==> config.mk <==
export PLATFORM = sky130hd
export DESIGN_NAME = led_adc_sequencer
export DESIGN_NICKNAME = d
export VERILOG_FILES = /design/src/rtl/led_adc_sequencer.sv
export SDC_FILE = /design/constraint.sdc
export NUM_CORES = 1
export LEC_CHECK = 0
export ABC_AREA = 1
export BUFFER_PORTS_ARGS = -buffer_cell sky130_fd_sc_hd__buf_2
export CORE_ASPECT_RATIO = 0.7
export CORE_MARGIN = 1
export CORE_UTILIZATION = 45
export CTS_CLUSTER_DIAMETER = 150
export DETAILED_ROUTE_END_ITERATION = 10
export PLACE_DENSITY_LB_ADDON = 0.05
export REMOVE_ABC_BUFFERS = 1
export SLEW_MARGIN = 20
export SYNTH_ARGS = -nofsm -noshare
export SYNTH_HDL_FRONTEND = slang
export SYNTH_SLANG_ARGS = --single-unit
==> constraint.sdc <==
create_clock -name CLK_Filter -period 4.4 [get_ports CLK_Filter]
set_input_delay 0.88 -clock CLK_Filter [delete_from_list [all_inputs] [get_ports CLK_Filter]]
set_output_delay 0.88 -clock CLK_Filter [all_outputs]
set_load 0.02 [all_outputs]
==> src/rtl/led_adc_sequencer.sv <==
// led_adc_sequencer
// Alternates the red and IR finger-clip LEDs in fixed-length phases. In each
// phase it waits for the LED to settle, requests one ADC conversion and holds
// the result for the downstream red/IR FIR filters.
//
// Ports
//   CLK_Filter       in   system clock, rising edge
//   rst_n            in   asynchronous active-low reset
//   Seq_En           in   1 = run the LED/ADC sequence, 0 = go idle
//   Err_Clr          in   clears ADC_Timeout_Err (a new timeout wins)
//   ADC_Done         in   one-cycle conversion-complete pulse
//   ADC_Data[7:0]    in   conversion result, valid with ADC_Done
//   ADC_Start        out  one-cycle conversion request
//   LED_RED, LED_IR  out  LED drives, never both on
//   RED_ADC_Value    out  last captured red sample
//   IR_ADC_Value     out  last captured IR sample
//   RED_Valid        out  one-cycle pulse when RED_ADC_Value updates
//   IR_Valid         out  one-cycle pulse when IR_ADC_Value updates
//   ADC_Timeout_Err  out  sticky flag, set when a conversion never completes
module led_adc_sequencer #(
    parameter int unsigned PHASE_CYC   = 5000,
    parameter int unsigned SETTLE_CYC  = 500,
    parameter int unsigned TIMEOUT_CYC = 1000
) (
    input  logic       CLK_Filter,
    input  logic       rst_n,
    input  logic       Seq_En,
    input  logic       Err_Clr,
    input  logic       ADC_Done,
    input  logic [7:0] ADC_Data,
    output logic       ADC_Start,
    output logic       LED_RED,
    output logic       LED_IR,
    output logic [7:0] RED_ADC_Value,
    output logic [7:0] IR_ADC_Value,
    output logic       RED_Valid,
    output logic       IR_Valid,
    output logic       ADC_Timeout_Err
);

    localparam int unsigned CNT_W  = $clog2(PHASE_CYC);
    localparam int unsigned WAIT_W = $clog2(TIMEOUT_CYC + 1);

    localparam logic [CNT_W-1:0] CNT_LAST   = CNT_W'(PHASE_CYC - 1);
    localparam logic [CNT_W-1:0] CNT_SETTLE = CNT_W'(SETTLE_CYC);
    // The Start cycle plus TIMEOUT_CYC-1 CONV cycles form the response
    // window; the wait counter reads 0 in the first CONV cycle.
    localparam logic [WAIT_W-1:0] WAIT_LAST = WAIT_W'(TIMEOUT_CYC - 2);

    typedef enum logic [2:0] {
        IDLE,
        RED_SETTLE,
        RED_CONV,
        RED_HOLD,
        IR_SETTLE,
        IR_CONV,
        IR_HOLD
    } state_t;

    state_t            state_q, state_d;
    logic [CNT_W-1:0]  phase_cnt_q, phase_cnt_d;
    logic [WAIT_W-1:0] wait_cnt_q, wait_cnt_d;

    logic       cap_red, cap_ir, timeout;
    logic       red_phase_d, ir_phase_d;
    logic       start_d, led_red_d, led_ir_d;
    logic [7:0] red_val_d, ir_val_d;
    logic       red_valid_d, ir_valid_d, err_d;

    // State, counters and all outputs are registered together.
    always_ff @(posedge CLK_Filter or negedge rst_n) begin
        if (!rst_n) begin
            state_q         <= IDLE;
            phase_cnt_q     <= '0;
            wait_cnt_q      <= '0;
            ADC_Start       <= 1'b0;
            LED_RED         <= 1'b0;
            LED_IR          <= 1'b0;
            RED_ADC_Value   <= '0;
            IR_ADC_Value    <= '0;
            RED_Valid       <= 1'b0;
            IR_Valid        <= 1'b0;
            ADC_Timeout_Err <= 1'b0;
        end else begin
            state_q         <= state_d;
            phase_cnt_q     <= phase_cnt_d;
            wait_cnt_q      <= wait_cnt_d;
            ADC_Start       <= start_d;
            LED_RED         <= led_red_d;
            LED_IR          <= led_ir_d;
            RED_ADC_Value   <= red_val_d;
            IR_ADC_Value    <= ir_val_d;
            RED_Valid       <= red_valid_d;
            IR_Valid        <= ir_valid_d;
            ADC_Timeout_Err <= err_d;
        end
    end

    // Next state and next register values.
    always_comb begin
        state_d     = state_q;
        phase_cnt_d = (phase_cnt_q == CNT_LAST) ? '0 : phase_cnt_q + CNT_W'(1);
        wait_cnt_d  = '0;
        cap_red     = 1'b0;
        cap_ir      = 1'b0;
        timeout     = 1'b0;

        if (!Seq_En) begin
            // Abandons any pending conversion; values and error flag persist.
            state_d     = IDLE;
            phase_cnt_d = '0;
        end else begin
            case (state_q)
                IDLE: begin
                    state_d     = RED_SETTLE;
                    phase_cnt_d = '0;
                end
                RED_SETTLE: if (phase_cnt_q == CNT_SETTLE) state_d = RED_CONV;
                RED_CONV: begin
                    wait_cnt_d = wait_cnt_q + WAIT_W'(1);
                    if (ADC_Done) begin
                        cap_red = 1'b1;
                        state_d = RED_HOLD;
                    end else if (wait_cnt_q == WAIT_LAST) begin
                        timeout = 1'b1;
                        state_d = RED_HOLD;
                    end
                end
                RED_HOLD: if (phase_cnt_q == CNT_LAST) state_d = IR_SETTLE;
                IR_SETTLE: if (phase_cnt_q == CNT_SETTLE) state_d = IR_CONV;
                IR_CONV: begin
                    wait_cnt_d = wait_cnt_q + WAIT_W'(1);
                    if (ADC_Done) begin
                        cap_ir  = 1'b1;
                        state_d = IR_HOLD;
                    end else if (wait_cnt_q == WAIT_LAST) begin
                        timeout = 1'b1;
                        state_d = IR_HOLD;
                    end
                end
                IR_HOLD: if (phase_cnt_q == CNT_LAST) state_d = RED_SETTLE;
                default: state_d = IDLE;
            endcase
        end

        // Outputs are derived from the next state so they line up with it.
        red_phase_d = (state_d == RED_SETTLE) || (state_d == RED_CONV) ||
                      (state_d == RED_HOLD);
        ir_phase_d  = (state_d == IR_SETTLE) || (state_d == IR_CONV) ||
                      (state_d == IR_HOLD);
        // Count 0 of every phase is the break-before-make dead cycle.
        led_red_d   = red_phase_d && (phase_cnt_d != '0);
        led_ir_d    = ir_phase_d && (phase_cnt_d != '0);
        start_d     = ((state_d == RED_SETTLE) || (state_d == IR_SETTLE)) &&
                      (phase_cnt_d == CNT_SETTLE);

        red_val_d   = cap_red ? ADC_Data : RED_ADC_Value;
        ir_val_d    = cap_ir ? ADC_Data : IR_ADC_Value;
        red_valid_d = cap_red;
        ir_valid_d  = cap_ir;
        // A timeout in the same cycle as Err_Clr leaves the flag set.
        err_d       = timeout ? 1'b1 : (Err_Clr ? 1'b0 : ADC_Timeout_Err);
    end

endmodule
---- Word level (Yosys, flattened, before mapping) ----
Index checks and enable logic that the tools add are counted.
word-level totals
  word-level logic and storage cells ...... 67
  register bits after elaboration ......... 48
  output and inout bits ................... 22
operators by class
  multiplexer cells ....................... 26
  equal/unequal tests ..................... 16
  $add $sub $neg .......................... 2
  reduce and logical (&&, ||, !) cells .... 12
operators by type and width
  operator                 number
  $mux W13                 3
  $mux W3                  9
  $eq A13 B9 Y1 const B    2
  $pmux W3 S7              1
  $mux W10                 2
  $eq A3 B3 Y1 const B     6
  $add A13 B1 Y13 const B  1
  $eq A13 B13 Y1 const B   1
  $reduce_bool A13 Y1      1
  $eq A3 B2 Y1 const B     4
  $mux W1                  11
  $add A10 B1 Y10 const B  1
  $eq A10 B10 Y1 const B   1
  $eq A3 B1 Y1 const B     2
  $logic_or A1 B1 Y1       5
  $logic_and A1 B1 Y1      3
  $logic_not A3 Y1         1
  $reduce_bool A2 Y1       1
  $reduce_or A2 Y1         1

---- Longest topological paths before layout ----
Gate-level depths: netlist of run 1.
  depth in word-level cells ............... 9
  mapped depth ............................ 14
  mapped depth without buffers ............ 14

---- Worst setup path before layout of run 1 ----
No wires, ideal clock.
  path type ............................... input to register
  start point ............................. input port Seq_En
  end point ............................... register IR_ADC_Value[7]
  data required time ...................... 4.275 ns
  stages .................................. 5
  arrival ................................. 1.858 ns
  library setup time ...................... 0.125 ns
  path slack .............................. 2.417 ns
  cells stage by stage .................... buf_2 > nand2_1 > nor2_1 > buf_2 > mux2_2
between the ends
  longest elaborated chain between the ends .. 1
ends and longest elaborated chain
  item                    RTL line  text
  start: declaration      27        input logic Seq_En,
  $mux W1                 108       if (!Seq_En) begin
  net cap_ir              64        logic cap_red, cap_ir, timeout;
  end signal: assignment  92        IR_ADC_Value <= ir_val_d;
  end: declaration        35        output logic [7:0] IR_ADC_Value,
The timed path passes the listed nets, and every way through them passes these cells.
A chain may end at the register's enable or synchronous reset.

---- Worst setup path in the final report of run 1 ----
  start point ............................. register phase_cnt_q[0]
  end point ............................... register LED_IR
between the ends
  longest elaborated chain between the ends .. 8
  elaborated cells on any way between the ends .. 19
ends and longest elaborated chain
  item                                                     RTL line  text
  start: declaration                                       61        logic [CNT_W-1:0] phase_cnt_q, phase_cnt_d;
  start signal: assignment                                 86        phase_cnt_q <= phase_cnt_d;
  branches (longest 7 deep; another with $add A13 B1 Y13)  -
  $logic_and A1 B1 Y1 *                                    153       led_ir_d = ir_phase_d && (phase_cnt_d != '0);
  net led_ir_d                                             66        logic start_d, led_red_d, led_ir_d;
  end signal: assignment                                   90        LED_IR <= led_ir_d;
  end: declaration                                         33        output logic LED_IR,
Mark *: on every way through the listed nets, which the timed path passes.

==> metrics, run 1 <==
largest net degree at the start of global routing between 40 and 50; chip width 90.9 um; DRC violations left 0; pre-CTS setup slack approximately 2.3 ns; Root Buffer clkbuf_8; antenna viol nets, final 0; worst setup margin between 2 and 2.5 ns; Setup crit end kind flop; Synth Area in Compound Gates between 5 and 6%; max-slew violations 0; Power Density roughly 280 nW/um2; clock-pin slew on the worst setup and hold paths ~0.090 ns; Commonest cells post-synth nand2_1 (77), dfrtp_1 (48), inv_1 (47); Placed Area 2740 um2; Post-Layout Cell Count roughly 430; Setup CP Type flop to flop; Yosys top cell by area dfrtp_1; maxcap violations 0; Yosys top cell area share approximately 48%; port bufs 34; # setup viols final 0; CP Launch Type flop; unrepaired setup endpoints after global routing false; ys async rst share 100%; initial core utilization a little under half; layout cells sized above 1 between 15 and 20%; sequential fraction of the synthesis area between 40 and 50%; fillers about 550; Hold Vio Cnt, Final 0; hold_buf cts 0; # diodes 0; dpl cells roughly 420; P&R area growth vs syn 13.8%; Die H 64.2 um; grt ovf 0; Synth Register Bits 48; Post-synth EDFFs 0; multiplexer share of the synthesized area 1.81%; Via density 4.89; Data arrival, critical path between 2 and 2.5 ns; postcts setup bufs 0; H-tree levels 2; Tmin final 1.99 ns; Avg Inst Size Synth approximately 8 um2; Worst-Margin Slew about 0.6 ns; Simple-Gate Fraction of Synth Area between 30% and 40%; Sink Count 48; first-pass GRT wire length 9.26 mm; vias in the first global route 1,915; Std-Cell Rows 22; crit share post-route between 40% and 50%; Leakage 1.48 nW; IO Count 35; wire per inst approximately 13 um; clk_lat worst skew around 0.3 ns; Total GRT Usage between 20% and 30%; Syn Std Cell Area 2490 um2; Max-slew headroom 59.4%; Synth Area in XOR/XNOR 0.352%; Top FF cell, synth dfrtp_1; Required @ worst endpoint 4.59 ns; multi-input logic area ~1100 um2; die area 5830 um2; cell area after layout about 2800 um2; main combinational cell family by area after synthesis simple AND/OR/NAND/NOR gates; clock skew 0.00599 ns; most common cell in the netlist nand2_1; initial drt markers ~120; TritonCTS Buffers 5; setup TNS 0 ns; Hold Crit Class flop to flop; CTS tree done; post-layout util 53.6%; adder-cell share of the synthesized area between 2 and 2.5%; register area roughly 1200 um2; area of the core ~5300 um2; Max Root-Sink Buffers 2; Syn Inst Count 316; hpwl dp between 4 and 5 mm; final RePlAce weighted congestion roughly 0.91; Vias 2,089; Ys Warns 0; peak supply drop about 0.00013 V; Cell variety after synth 30; CTS resizes 0; Nets between 300 and 400; worst-path fanout max 10; DRT Pass-1 Iters 4; synth top area cells dfrtp_1 (48%), nand2_1 (12%), inv_1 (7.1%); antenna violations before repair 0; status finished, final reports clean; fmax ~0.5 GHz; final WL about 5.5 mm
[final timing paths]
kind	cells past startpoint	to	slack, ns	start
max	10	LED_IR	2.41	phase_cnt_q[0]
min	2	RED_ADC_Value[2]	0.47	RED_ADC_Value[2]
min reg2reg	2	RED_ADC_Value[2]	0.47	RED_ADC_Value[2]
max in group asynchronous	1	wait_cnt_q[0]	3.40	rst_n
max reg2reg	10	LED_IR	2.41	phase_cnt_q[0]
min in group asynchronous	1	phase_cnt_q[10]	0.59	rst_n
[metrics by stage]
step           total power [W]  hold slack [ns]
4_1_cts               0.000800            0.480
2_1_floorplan         0.000498            0.455
3_3_place_gp          0.000528            0.459
3_5_place_dp          0.000529            0.459
6_report              0.000792            0.473
5_1_grt               0.000828            0.510
[logic make-up after synthesis]
group	Yosys count
simple gates	178
buf+inv	56
flops	48
xor+xnor	1
compound gates	25
fa+ha+maj	4
mux	4
[critical path, stage by stage, from the launching register on]
cell and delay [ns]:
dfrtp_1 0.52, ha_1 0.25, nand2_2 0.10, nor2_2 0.15, nand3_4 0.16, nand2_1 0.17
nand2_1 0.07, nor3_1 0.21, nand2_1 0.09, nor2_2 0.13, nor2_1 0.05
[cell usage in the layout (no fill, tap or decap), types with 2 or more instances in the layout]
cell type / Yosys / final
ha_1: 4 / 4
nand2_2: 6 / 6
nor3b_1: 2 / 2
nand3_1: 24 / 24
nor2_1: 40 / 40
nand2_1: 77 / 77
dfrtp_1: 48 / 48
clkbuf_8: 0 / 6
buf_2: 4 / 33
o211ai_1: 2 / 2
nand3_2: 2 / 2
inv_1: 47 / 47
nor2_2: 5 / 5
o21ai_0: 6 / 6
inv_2: 4 / 4
a21oi_1: 12 / 12
nor3_1: 10 / 10
nor2_4: 3 / 3
buf_4: 0 / 2
mux2_2: 4 / 4
nand4_1: 5 / 5
[layer usage]
metal | GRT usage (%) | wire length, um | up-vias
met2 | 27.2 | 2060 | 62
li1 | - | - | 1075
met3 | 6.55 | 432 | 2
met4 | 4.76 | 25 | 0
met5 | 0 | 0 | -
met1 | 32.0 | 2950 | 950
[state kept, by name, indices dropped and copies added (netlist names)]
signal,cells
phase_cnt_q,13
wait_cnt_q,10
IR_ADC_Value,8
RED_ADC_Value,8
state_q,3
ADC_Start,1
ADC_Timeout_Err,1
IR_Valid,1
LED_IR,1
LED_RED,1
RED_Valid,1
[report_power, final]
group,internal (W),switching [W],leakage (nW)
Combinational,0.0000201,0.0000418,0.778
Clock,0.000128,0.000145,0.0445
Sequential,0.000451,0.00000684,0.656
[final cells by class]
cell class	count	share of cell area, %
Clock buffer	7	3.05
Tap cell	72	3.18
Sequential cell	48	42.4
Clock inverter	1	0.265
Inverter	52	6.89
Multi-Input combinational cell	212	37.8
Timing Repair Buffer	35	6.36
(Power assumes the default switching activity.)
==> run 2, diff against run 1 <==
Settings changed: ABC_AREA 1 to 0.
Clock period 4.4 ns to 1.6 ns, I/O delays scaled along.
==> metrics, run 2 <==
status finished, violations left; violated checks negative setup slack; unrepaired setup endpoints after global routing true; # diodes 0; largest net degree at the start of global routing 49; pre-CTS setup slack -0.767 ns; Std-Cell Rows 22; Synth Area in XOR/XNOR under 10%; max reg flops 13; H-tree levels 2; area of the core around 5300 um2; Root Buffer clkbuf_8; # setup viols final 18; Max-slew headroom approximately 73%; die area about 5800 um2; clock skew ~0.011 ns; P&R area growth vs syn 35.1%; port bufs 34; wire per inst around 14 um; Hold Crit Class input pin to flop; Setup CP Type flop to flop; Via density 5.09; worst-path fanout max 2; Hold Vio Cnt, Final 0; antenna violations before repair 0; Synth Area in Compound Gates 6.69%; Avg Inst Size Synth 10.7 um2; Leakage ~1.6 nW; adder-cell share of the synthesized area 2.01%; Max Root-Sink Buffers 2; final RePlAce weighted congestion between 0.8 and 0.9; vias in the first global route approximately 1,900; Ys Warns 0; Regs by FF count phase_cnt_q: 13 flops, wait_cnt_q: 10 flops; CP Launch Type flop; CTS tree done; final WL 5.48 mm; sequential fraction of the synthesis area approximately half; Nets between 300 and 400; Yosys top cell by area dfrtp_1; Required @ worst endpoint approximately 1.8 ns; Syn Inst Count 232; Tot Pwr 0.00251 W; Post-synth EDFFs 0; clk_lat worst skew between 0.3 and 0.4 ns; DRT Pass-1 Iters 4; main combinational cell family by area after synthesis simple AND/OR/NAND/NOR gates; maxcap violations 0; Placed Area about 3100 um2; Data arrival, critical path between 2 and 3 ns; chip width between 90 and 100 um; Power Density between 700 and 800 nW/um2; Setup crit end kind flop; initial core utilization 47.1%; hpwl dp roughly 4.1 mm; Vias 1,992; multiplexer share of the synthesized area approximately 9%; DRC violations left 0; worst setup margin -0.736 ns; peak supply drop around 0.00053 V; Tmin final 2.34 ns; most common cell in the netlist dfrtp_1; fillers 420; antenna viol nets, final 0; ys async rst share 100%; Syn Std Cell Area ~2500 um2; grt ovf 0; Total GRT Usage slightly above 20%; hold slack final around 0.21 ns; layout cells sized above 1 a little over two fifths; Synth Register Bits between 40 and 50; commonest non-fill, non-tap cell in the layout buf_4; most frequent cells in the layout buf_4 (52), dfrtp_1 (48), buf_2 (34); Top FF cell, synth dfrtp_1; TritonCTS Buffers 5; first-pass GRT wire length 9.35 mm; crit share post-route 146%; Yosys top cell area share around 48%; Cell variety after synth 48; Commonest cells post-synth dfrtp_1 (48), nor2_1 (30), mux2_2 (18), nand3_1 (18), xnor2_1 (12); largest reg by FF count phase_cnt_q; synth top area cells dfrtp_1 (48%), mux2_2 (8.1%), nor2_1 (4.5%); IO Count 35; Max stage delay on crit path between 0.5 and 0.6 ns; Worst-Margin Slew ~0.40 ns; clock-pin slew on the worst setup and hold paths approximately 0.090 ns; Die H about 64 um; Sink Count between 40 and 50; worst-path cell with the longest stage delay or4_1; Simple-Gate Fraction of Synth Area roughly a fifth; initial drt markers 92; fmax 0.428 GHz; max-slew violations 0; worst path cell trace ha_2, or4bb_1, or4_1, o311a_1, o21ai_2, nand3_2, a2111oi_4; post-layout util between 60% and 70%; cell area after layout around 3400 um2
## run 2: cell count changes after synthesis, sizes merged, moves of 8 or more
cell    previous run  this run
xor2               1        11
clkbuf             0         8
nand2             84         7
xnor2              0        12
nand3             27        19
nor2              48        30
a21oi             12         0
inv               51        10
mux2               4        18
## run 2: final cells by class
type	count	area [um2]	area share [%]
clock buffer	5	68.8	2.05
multi-input combinational	159	1210	36.0
timing repair buffer	94	684	20.4
inverter	10	37.5	1.12
tap	72	90.1	2.68
clock inverter	3	68.8	2.05
sequential	48	1200	35.8
## run 2: stage by stage
step / TNS, ns / instances
6_report: -6.35 / 391
5_1_grt: -9.10 / 391
4_1_cts: -6.41 / 391
3_5_place_dp: -6.45 / 382
3_3_place_gp: -6.32 / 382
2_1_floorplan: -8.02 / 217
## run 2: worst paths after layout
check / from / cells past startpoint / slack, ns / endpoint
max: phase_cnt_q[1] / 7 / -0.74 / LED_RED
min: Err_Clr / 2 / 0.21 / ADC_Timeout_Err
max reg2reg: phase_cnt_q[1] / 7 / -0.74 / LED_RED
min reg2reg: IR_ADC_Value[6] / 1 / 0.51 / IR_ADC_Value[6]
max in group asynchronous: rst_n / 3 / 0.86 / phase_cnt_q[6]
min in group asynchronous: rst_n / 3 / 0.52 / wait_cnt_q[0]
## run 2: per-layer routing
layer  share of wire (%)  up-vias  global-route usage (%)
li1                    -      994                       -
met1                  50      931                    31.3
met2                  43       60                    29.9
met3                 6.0        7                    3.57
met4                0.93        0                    5.36
met5                   0        -                       0
## run 2: where the power goes
group	leakage, nW	total, W	internal (W)	switching (W)
clock	0.0687	0.00105	0.000629	0.000420
sequential	0.664	0.00125	0.00124	0.0000122
combinational	0.890	0.000208	0.0000948	0.000113
## run 2: logic make-up after synthesis
| group | after synthesis |
|---|---|
| simple gates | 92 |
| flops | 48 |
| buf+inv | 25 |
| mux | 20 |
| xor+xnor | 23 |
| compound gates | 20 |
| fa+ha+maj | 4 |
## run 2: what timing repair did
item                       in CTS  in global routing
pin swaps                       5                  0
setup endpoints to repair      26                 35
setup buffers                   0                  0
hold endpoints to repair       42                  0
hold buffers                    1                  0
gates resized for setup         5                 10
## run 2: critical path: cells and delay by family (launching register included)
family | cells | cell delay (ns)
and+or+nand+nor | 3 | 1.05
AOI/OAI and AO/OA | 3 | 0.63
DFF | 1 | 0.37
adders and majority gates | 1 | 0.18
==> run 3, diff against run 2 <==
Settings changed: CORE_UTILIZATION 45 to 29.
==> metrics, run 3 (synthesis gave the netlist of run 2 again) <==
final RePlAce weighted congestion around 0.76; Power Density a little over 700 nW/um2; clk_lat worst skew 0.29 ns; Max-slew headroom 76.1%; Nets 341; maxcap violations 0; P&R area growth vs syn 39.5%; unrepaired setup endpoints after global routing true; Std-Cell Rows 27; DRT Pass-1 Iters 4; IO Count 35; clock skew 0.00308 ns; Hold Vio Cnt, Final 7; hold slack final -0.00678 ns; TritonCTS Buffers 5; initial drt markers 66; Via density 4.66; antenna viol nets, final 0; antenna violations before repair 0; crit share post-route 143%; first-pass GRT wire length 9.77 mm; max-slew violations 0; status finished, violations left; chip width 113 um; initial core utilization about 31%; Total GRT Usage roughly 14%; area of the core slightly above 8000 um2; CP Launch Type flop; vias in the first global route roughly 1,900; Placed Area roughly 3200 um2; Data arrival, critical path 2.51 ns; Worst-Margin Slew ~0.35 ns; violated checks negative hold slack, negative setup slack; # diodes 0; worst-path fanout max 2; Sink Count 48; setup TNS -7.33 ns; commonest non-fill, non-tap cell in the layout buf_4; hold_buf cts 0; largest net degree at the start of global routing just under 50; max reg flops 13; DRC violations left 0; final WL 5.83 mm; CTS tree done; clock-pin slew on the worst setup and hold paths about 0.07 ns; Regs by FF count phase_cnt_q: 13 flops, wait_cnt_q: 10 flops; Setup CP Type flop to flop; worst setup margin -0.686 ns; die area between 8000 and 9000 um2; Vias 1,986; R2R Setup Slk -0.69 ns; # setup viols final 18; Root Buffer clkbuf_16; H-tree levels 2; hpwl dp between 4 and 5 mm; grt ovf 0; Setup crit end kind flop; cell area after layout ~3500 um2; Leakage around 1.7 nW; largest reg by FF count phase_cnt_q; fmax approximately 0.44 GHz; wire per inst 13.7 um; port bufs 34; Hold Crit Class input pin to async pin; peak supply drop between 0.0003 and 0.0004 V; Tmin final 2.29 ns; Die H a little under 80 um; most frequent cells in the layout buf_4 (61), dfrtp_1 (47), buf_2 (34); layout cells sized above 1 between 40 and 50%; Required @ worst endpoint roughly 1.8 ns; Max Root-Sink Buffers 2
run 3: cell count changes in the layout (fill, tap and decap cells not counted), moves of 2 or more:
cell / change
buf_4: +9
clkbuf_16: +5
clkbuf_8: -5
buf_6: -3
nor4bb_4: +3
bufinv_16: -2
clkinvlp_4: +2
nor4bb_1: -2
run 3: per-layer routing:
layer / track usage, % / vias up / wire length [um]
met1: 20.9 / 943 / 3140
met2: 20.5 / 31 / 2380
li1: - / 1006 / -
met5: 0 / - / 0
met3: 3.49 / 6 / 224
met4: 4.80 / 0 / 78
run 3: final timing paths:
| kind | startpoint | endpoint | cells past startpoint |
|---|---|---|---|
| setup / recovery | phase_cnt_q[1] | ADC_Start | 7 |
| max in group asynchronous | rst_n | IR_ADC_Value[6] | 2 |
| hold / removal | rst_n | phase_cnt_q[1] | 2 |
| setup reg to reg | phase_cnt_q[1] | ADC_Start | 7 |
| hold reg to reg | RED_ADC_Value[5] | RED_ADC_Value[5] | 1 |
| min in group CLK_Filter | Err_Clr | ADC_Timeout_Err | 2 |
run 3: repair_timing:
| action | 4_1_cts | 5_1_grt |
|---|---|---|
| endpoints found under the setup margin | 26 | 35 |
| setup buffers | 3 | 0 |
| resized for setup | 8 | 10 |
| pin swaps | 6 | 0 |
run 3: layout make-up:
class	instances	area, um2
fill	793	4600
multi-input combinational	159	1230
sequential	48	1200
timing repair buffer	100	728
tap	101	126
clock buffer	5	125
inverter	10	37.5
clock inverter	3	23.8
run 3: stage by stage:
step	worst slack (ns)	power [W]	instances	hold WS, ns	utilization, %
floorplan	-0.852	0.00135	217	0.0244	-
global placement	-0.768	0.00147	415	0.334	39.7
detailed placement	-0.772	0.00147	415	0.333	39.7
CTS	-0.704	0.00255	426	0.0183	42.4
global route	-0.821	0.00263	426	0.0242	43.0
finish	-0.686	0.00251	426	-0.00678	43.0
run 3: power by group:
part           switching, W  leakage [nW]  internal [W]
registers         0.0000124         0.662       0.00124
clock network      0.000471        0.0660      0.000582
logic              0.000113         0.924     0.0000884
run 3: worst max-delay path, cell delays in order, from the launching register on:
cell and delay [ns]:
dfrtp_1 0.36, ha_1 0.16, or4bb_1 0.42, or4_1 0.51
o311a_1 0.15, o21ai_2 0.17, mux2_2 0.35, nor2_1 0.09
